<file path="config.mk">
export PLATFORM = sky130hd
export DESIGN_NAME = countup_pulse_gen
export DESIGN_NICKNAME = d
export VERILOG_FILES = /design/src/rtl/counter_pkg.sv /design/src/rtl/sync_chain.sv /design/src/rtl/countup_pulse_gen.sv
export SDC_FILE = /design/constraint.sdc
export NUM_CORES = 1
export LEC_CHECK = 0
export BUFFER_PORTS_ARGS = -buffer_cell sky130_fd_sc_hd__buf_2
export CAP_MARGIN = 15
export CORE_ASPECT_RATIO = 1.2
export CORE_MARGIN = 2
export CORE_UTILIZATION = 55
export DETAILED_ROUTE_END_ITERATION = 10
export GPL_ROUTABILITY_DRIVEN = 0
export GPL_TIMING_DRIVEN = 0
export PLACE_DENSITY = 0.84
export SKIP_CTS_REPAIR_TIMING = 1
export SLEW_MARGIN = 0
export SYNTH_ARGS = -nofsm -noshare
export SYNTH_HDL_FRONTEND = slang
export SYNTH_SLANG_ARGS = --single-unit
</file>
<file path="constraint.sdc">
create_clock -name clk -period 2.8 [get_ports clk]
set_clock_uncertainty 0.2 [all_clocks]
set_input_delay 0.28 -clock clk [delete_from_list [all_inputs] [get_ports clk]]
set_output_delay 0.28 -clock clk [all_outputs]
set_load 0.02 [all_outputs]
</file>
<file path="src/rtl/counter_pkg.sv">
// counter_pkg: state encoding and default timings shared by countup_pulse_gen.
package counter_pkg;
    typedef enum logic [1:0] {
        IDLE         = 2'd0,
        PRESS_WAIT   = 2'd1,
        HELD         = 2'd2,
        RELEASE_WAIT = 2'd3
    } state_t;
    localparam int DEF_DEBOUNCE_CYCLES = 4;
    localparam int DEF_REPEAT_DELAY = 50;
    localparam int DEF_REPEAT_PERIOD = 20;
    function automatic int max3(input int a, input int b, input int c);
        int m;
        m = (a > b) ? a : b;
        return (m > c) ? m : c;
    endfunction
endpackage

</file>
<file path="src/rtl/sync_chain.sv">
// sync_chain: STAGES-deep flop chain bringing an asynchronous level into clk.
module sync_chain #(
    parameter int STAGES = 2
) (
    input  logic clk,
    input  logic rst,
    input  logic d,
    output logic q
);
    logic [STAGES-1:0] r;
    always_ff @(posedge clk or posedge rst)
        if (rst) r <= '0;
        else     r <= {r[STAGES-2:0], d};
    assign q = r[STAGES-1];
endmodule

</file>
<file path="src/rtl/countup_pulse_gen.sv">
// countup_pulse_gen: synchronise + debounce a button, one countup pulse per press.
// Define COUNTUP_PULSE_GEN_REPEAT_EN to add auto-repeat pulses while held.
module countup_pulse_gen
    import counter_pkg::*;
#(
    parameter int SYNC_STAGES     = 2,
    parameter int DEBOUNCE_CYCLES = DEF_DEBOUNCE_CYCLES,
    parameter int REPEAT_DELAY    = DEF_REPEAT_DELAY,
    parameter int REPEAT_PERIOD   = DEF_REPEAT_PERIOD,
    parameter int CNT_W           = 8
) (
    input  logic             clk,
    input  logic             rst,
    input  logic             btn_in,
    output logic             countup,
    output logic             btn_level,
    output logic [CNT_W-1:0] press_count
);
    localparam int CW = $clog2(max3(DEBOUNCE_CYCLES, REPEAT_DELAY, REPEAT_PERIOD) + 1);
    localparam logic [CW-1:0] DB  = CW'(DEBOUNCE_CYCLES);
    localparam logic [CW-1:0] ONE = CW'(1);
    state_t state, state_n;
    logic [CW-1:0] cnt, cnt_n;
    logic s, fire, level_n, rpt_fire;
    sync_chain #(.STAGES(SYNC_STAGES)) u_sync (.clk(clk), .rst(rst), .d(btn_in), .q(s));
`ifdef COUNTUP_PULSE_GEN_REPEAT_EN
    localparam logic [CW-1:0] RD = CW'(REPEAT_DELAY);
    localparam logic [CW-1:0] RP = CW'(REPEAT_PERIOD);
    logic [CW-1:0] rpt, rpt_n;
    logic first, first_n;
    // rpt only advances on cycles that stay in HELD, so RELEASE_WAIT freezes it
    always_comb begin
        rpt_fire = (state == HELD) && s && (rpt + ONE == (first ? RD : RP));
        rpt_n    = (state == PRESS_WAIT) ? '0 : ((state == HELD) && s) ? (rpt_fire ? '0 : rpt + ONE) : rpt;
        first_n  = (state == PRESS_WAIT) ? 1'b1 : rpt_fire ? 1'b0 : first;
    end
    always_ff @(posedge clk or posedge rst)
        if (rst) begin
            rpt   <= '0;
            first <= 1'b1;
        end else begin
            rpt   <= rpt_n;
            first <= first_n;
        end
`else
    assign rpt_fire = 1'b0;
`endif
    always_ff @(posedge clk or posedge rst)
        if (rst) begin
            state       <= IDLE;
            cnt         <= '0;
            countup     <= 1'b0;
            btn_level   <= 1'b0;
            press_count <= '0;
        end else begin
            state       <= state_n;
            cnt         <= cnt_n;
            countup     <= fire;
            btn_level   <= level_n;
            press_count <= press_count + CNT_W'(fire);
        end
    always_comb begin
        state_n = state;
        cnt_n   = cnt;
        case (state)
            IDLE: if (s) begin
                state_n = PRESS_WAIT;
                cnt_n   = ONE;
            end
            PRESS_WAIT: if (!s) begin
                state_n = IDLE;
                cnt_n   = '0;
            end else if (cnt == DB) state_n = HELD;
            else cnt_n = cnt + ONE;
            HELD: if (!s) begin
                state_n = RELEASE_WAIT;
                cnt_n   = ONE;
            end
            RELEASE_WAIT: if (s) state_n = HELD;
            else if (cnt == DB) begin
                state_n = IDLE;
                cnt_n   = '0;
            end else cnt_n = cnt + ONE;
            default: state_n = IDLE;
        endcase
    end
    always_comb begin
        fire    = ((state == PRESS_WAIT) && s && (cnt == DB)) || rpt_fire;
        level_n = (state_n == HELD) || (state_n == RELEASE_WAIT);
    end
endmodule

</file>
# [Word level (Yosys, flattened, before mapping)]
# Index checks and enable logic that the tools add are counted.
[classes] n_addsub=2 n_div=0 eq_ne=10 mul=0 n_mux=14 n_reduce_logical=5 bitwise=0 n_shift=0 magnitude_cmp=0
[ops] cell="$mux W6" n=6
[ops] cell="$pmux W6 S4" n=1
[ops] cell="$mux W2" n=6
[ops] cell="$add A8 B1 Y8" n=1
[ops] cell="$eq A2 B2 Y1 const B" n=4
[ops] cell="$pmux W2 S4" n=1
[ops] cell="$add A6 B1 Y6 const B" n=1
[ops] cell="$eq A6 B3 Y1 const B" n=1
[ops] cell="$ne A2 B2 Y1 const B" n=2
[ops] cell="$reduce_and A4 Y1" n=1
[ops] cell="$ne A3 B3 Y1 const B" n=1
[ops] cell="$eq A2 B1 Y1 const B" n=1
[ops] cell="$logic_and A1 B1 Y1" n=2
[ops] cell="$logic_not A2 Y1" n=1
[ops] cell="$ne A2 B1 Y1 const B" n=1
[ops] cell="$logic_or A1 B1 Y1" n=1
[word_totals] input_bits=3 ramBits=0 latchBits=0 wordCells=37 memories=0 out_inout_bits=10 reg_bits=20 rom_bits=0

# [Depth between registers and ports, before layout]
[logic_depth] word_depth=6 ltp_mapped=10 ltp_nobuf=10

# [Hierarchy]
# From an unflattened synthesis, not the netlist that was laid out.
[hier_totals] cells_unflattened=94 area_unflattened_um2=987.2
[by_module_without_submodules] mod="countup_pulse_gen" n_inst=1 seq_area_each_um2=425.4 cells_per_inst=91 area_each_um2=933.4
[by_module_without_submodules] mod="sync_chain" n_inst=1 seq_area_each_um2=50.0 cells_per_inst=3 area_each_um2=53.8

# [Worst setup path after synthesis]
# No wires, ideal clock.
[synth_timing] kind="reg2reg" startpoint="reg cnt[0]" endpoint="reg press_count[6]" setup_ns=0.129 period_less_slack_ns=2.402 t_required_ns=2.471 path_slack_ns=0.398 arrival_ns=2.072 stages_incl_launch_ff=11 n_path_buf=0 path_cell_list="dfrtp_1 -> inv_1 -> ha_1 -> nor4b_4 -> nand2_2 -> nor3_1 -> ha_1 -> ha_1 -> and3_1 -> nand3_1 -> xnor2_1"
[synth_between] elab_chain_cells=3
[synth_lines] element="from (decl)" line="countup_pulse_gen.sv:23" rtl="logic [CW-1:0] cnt, cnt_n;"
[synth_lines] element="from (signal assigned)" line="countup_pulse_gen.sv:57" rtl="cnt <= cnt_n;"
[synth_lines] element="$eq A6 B3 Y1" line="countup_pulse_gen.sv:88" rtl="fire = ((state == PRESS_WAIT) && s && (cnt == DB)) || rpt_fire;"
[synth_lines] element="$logic_and A1 B1 Y1" line="countup_pulse_gen.sv:88"
[synth_lines] element="via fire" line="countup_pulse_gen.sv:24" rtl="logic s, fire, level_n, rpt_fire;"
[synth_lines] element="$add A8 B1 Y8" line="countup_pulse_gen.sv:60" rtl="press_count <= press_count + CNT_W'(fire);"
[synth_lines] element="to (signal assigned)" line="countup_pulse_gen.sv:60"
[synth_lines] element="to (decl)" line="countup_pulse_gen.sv:17" rtl="output logic [CNT_W-1:0] press_count"
# The timed path passes the listed nets, and every way through them passes these cells.
# A chain may end at the register's enable or synchronous reset.

# [Final worst setup path]
# Ends and elaborated chain as after synthesis.

==> metrics <==
CTS sink count 19; Layout area overhead 15.8%; WP data arrival 2570 ps; detail-routed via count per cell 6.33; share of layout cells above drive strength 1 between 20% and 30%; Die ar. 0.00216 mm^2; global-route wire length before repair 3290 um; Root Buffer clkbuf_4; Critical Path RT 2790 ps; VDD IR-drop max 0.000571 V; remaining global-route overflow 0; CP Capture Point press_count[6]; period utilization 92.3%; final core utilization between 60 and 70%; Worst R2R Start cnt[0]; WL final 1910 um; Setup crit start kind register; Mapped Nets 102; Peak Freq 0.387 GHz; vias post-DR 842; power consumption 0.000869 W; core area 0.00166 mm^2; CTS max path bufs 2; DRC errors left 0; initial antenna violation count 0; H-tree depth 1; post-synthesis cell count 95; number of antenna-violating nets in the routed design 0; First-pass DRT Iterations 4; Port-buffer cells 12; Nets 123; count of pins over their slew limit 0; vias in the first global route 751; Top FF cell, synth dfrtp_1; CP Max Fanout 5; worst-skew pair later-pin latency 300 ps; CTS tree built; area leader, netlist dfrtp_1; Post-synth EDFFs 0; Chip Width 42.8 um; Die Ht roughly 50 um; IO Count 13; Avg WL per Cell 14.4 um; Static Leakage 0.562 nW; Final Hold Fails 0; Netlist cell types 37; Mapped Avg Cell Area between 10 and 15 um^2; clock transition at the registers of the reported paths 110 ps; asr flop ratio synth 100%; Seq/Total Area, Yosys 48.0%; top-area cell type share of the netlist area a little under half; most area-consuming cells after synthesis dfrtp_1, ha_1, nand3_1, xnor2_1, o21ai_0; Yosys warning total 0; n_diodes 0; Worst setup EP type register; Setup crit start cnt[0]; reg2reg path depth 10; MaxCap Viol Count 0; First DRT Iteration DRCs 47; r2r setup slk 210 ps; CP Class register to register; pin count of the biggest net entering global routing 20; slew margin rel. 54.3%; post-route minimum period 2590 ps; Final Setup Violations 0; Slew @ Worst Pin between 600 and 700 ps; Layout Cell Area excl Fill 0.00115 mm^2; Hold Path Class register to register; synthesized cell area 991 um^2; synthesized flop and latch total 19; status completed; DP HPWL 1350 um; FP Rows 16; total global routing track utilization roughly a fifth; setup_tns 0 ps; FF-to-FF End press_count[6]; Pwr Density 757 mW/mm^2; CTS Buf Count 3; Starting Density 59.6%; dpl cell area roughly 0.0011 mm^2; RSZ-0062 raised after global routing no
==> power breakdown <==
group	switching [W]	internal [W]	leakage [nW]
sequential	0.0000392	0.000316	0.254
clock	0.0000827	0.0000532	0.0177
combinational	0.000230	0.000148	0.290
total	0.000352	0.000517	0.562
==> synthesized netlist by cell type, types with 2 or more instances <==
| master | instances |
|---|---|
| xor2_1 | 2 |
| inv_1 | 4 |
| o211ai_1 | 2 |
| clkbuf_1 | 3 |
| nand3_1 | 9 |
| buf_2 | 2 |
| a22o_1 | 2 |
| ha_1 | 4 |
| nor3b_1 | 2 |
| nand2_1 | 5 |
| xnor2_1 | 5 |
| nor2_1 | 2 |
| a31oi_1 | 2 |
| o21ai_0 | 5 |
| a21oi_1 | 3 |
| nor3_1 | 4 |
| dfrtp_1 | 19 |
==> worst min path at each step <==
stage	from	endpoint	slack, ps	cells after the start
CTS	btn_in	u_sync.r[0]	-120	1
global placement	u_sync.r[0]	u_sync.r[1]	140	0
finish	u_sync.r[0]	u_sync.r[1]	190	0
detailed placement	u_sync.r[0]	u_sync.r[1]	150	0
floorplan	rst	cnt[0]	30	1
global route	u_sync.r[0]	u_sync.r[1]	190	0
==> worst max-delay path, stage by stage, from the launching register on <==
cell and delay [ps]:
dfrtp_1 450, inv_1 110, ha_1 170, nor4b_4 340, nand2_2 170, nor3_4 210, ha_1 210, ha_1 190
and3_1 200, nand3_1 100, xnor2_1 130
==> cell type report <==
type / instances / area, um^2
Inverter: 4 / 15.0
Buffer: 5 / 21.3
Tap cell: 18 / 22.5
Sequential cell: 19 / 475
Multi-Input combinational cell: 67 / 490
Clock inverter: 1 / 5.00
Clock buffer: 3 / 22.5
Timing Repair Buffer: 16 / 95.1
Fill cell: 120 / 514
==> state kept, by name, indices dropped and copies added, names as in the netlist <==
register and cells:
cnt 6, press_count 8, state 2, countup 1, u_sync.r 2
==> layout by cell type (no fill, tap or decap), types with 3 or more instances in the layout <==
cell type	count
a21oi_1	3
clkbuf_1	3
xnor2_1	5
nor3_1	3
o21ai_0	5
inv_1	4
nand3_1	9
nand2_1	5
dfrtp_1	19
buf_2	14
clkbuf_4	3
ha_1	4
==> per-stage QoR <==
step                      instances  setup WS, ps  hold WS [ps]
after global routing            133          19.0           189
after floorplan                  95           398          31.1
final                           133           215           187
after global placement          125           105           144
after CTS                       129          11.1          -124
after detailed placement        125          42.1           155
==> kinds of logic after synthesis <==
family	count (synthesis)	synth area share, %
adder cells (fa/ha/maj)	4	5.05
AO/OA/AOI/OAI	21	14.9
flip-flops	19	48.0
multiplexers	1	1.14
AND/OR/NAND/NOR	34	21.1
buffers and inverters	9	3.66
XOR/XNOR	7	6.19
==> layer usage <==
metal  global-route usage [%]  wire length [um]  part of all wire [%]
met1                     27.1               829                    43
met2                     32.1               913                    48
met3                     3.24               110                   5.7
met4                     10.9                61                   3.2
met5                        0                 0                     0
No activity file was read; power rests on OpenSTA's default activity.
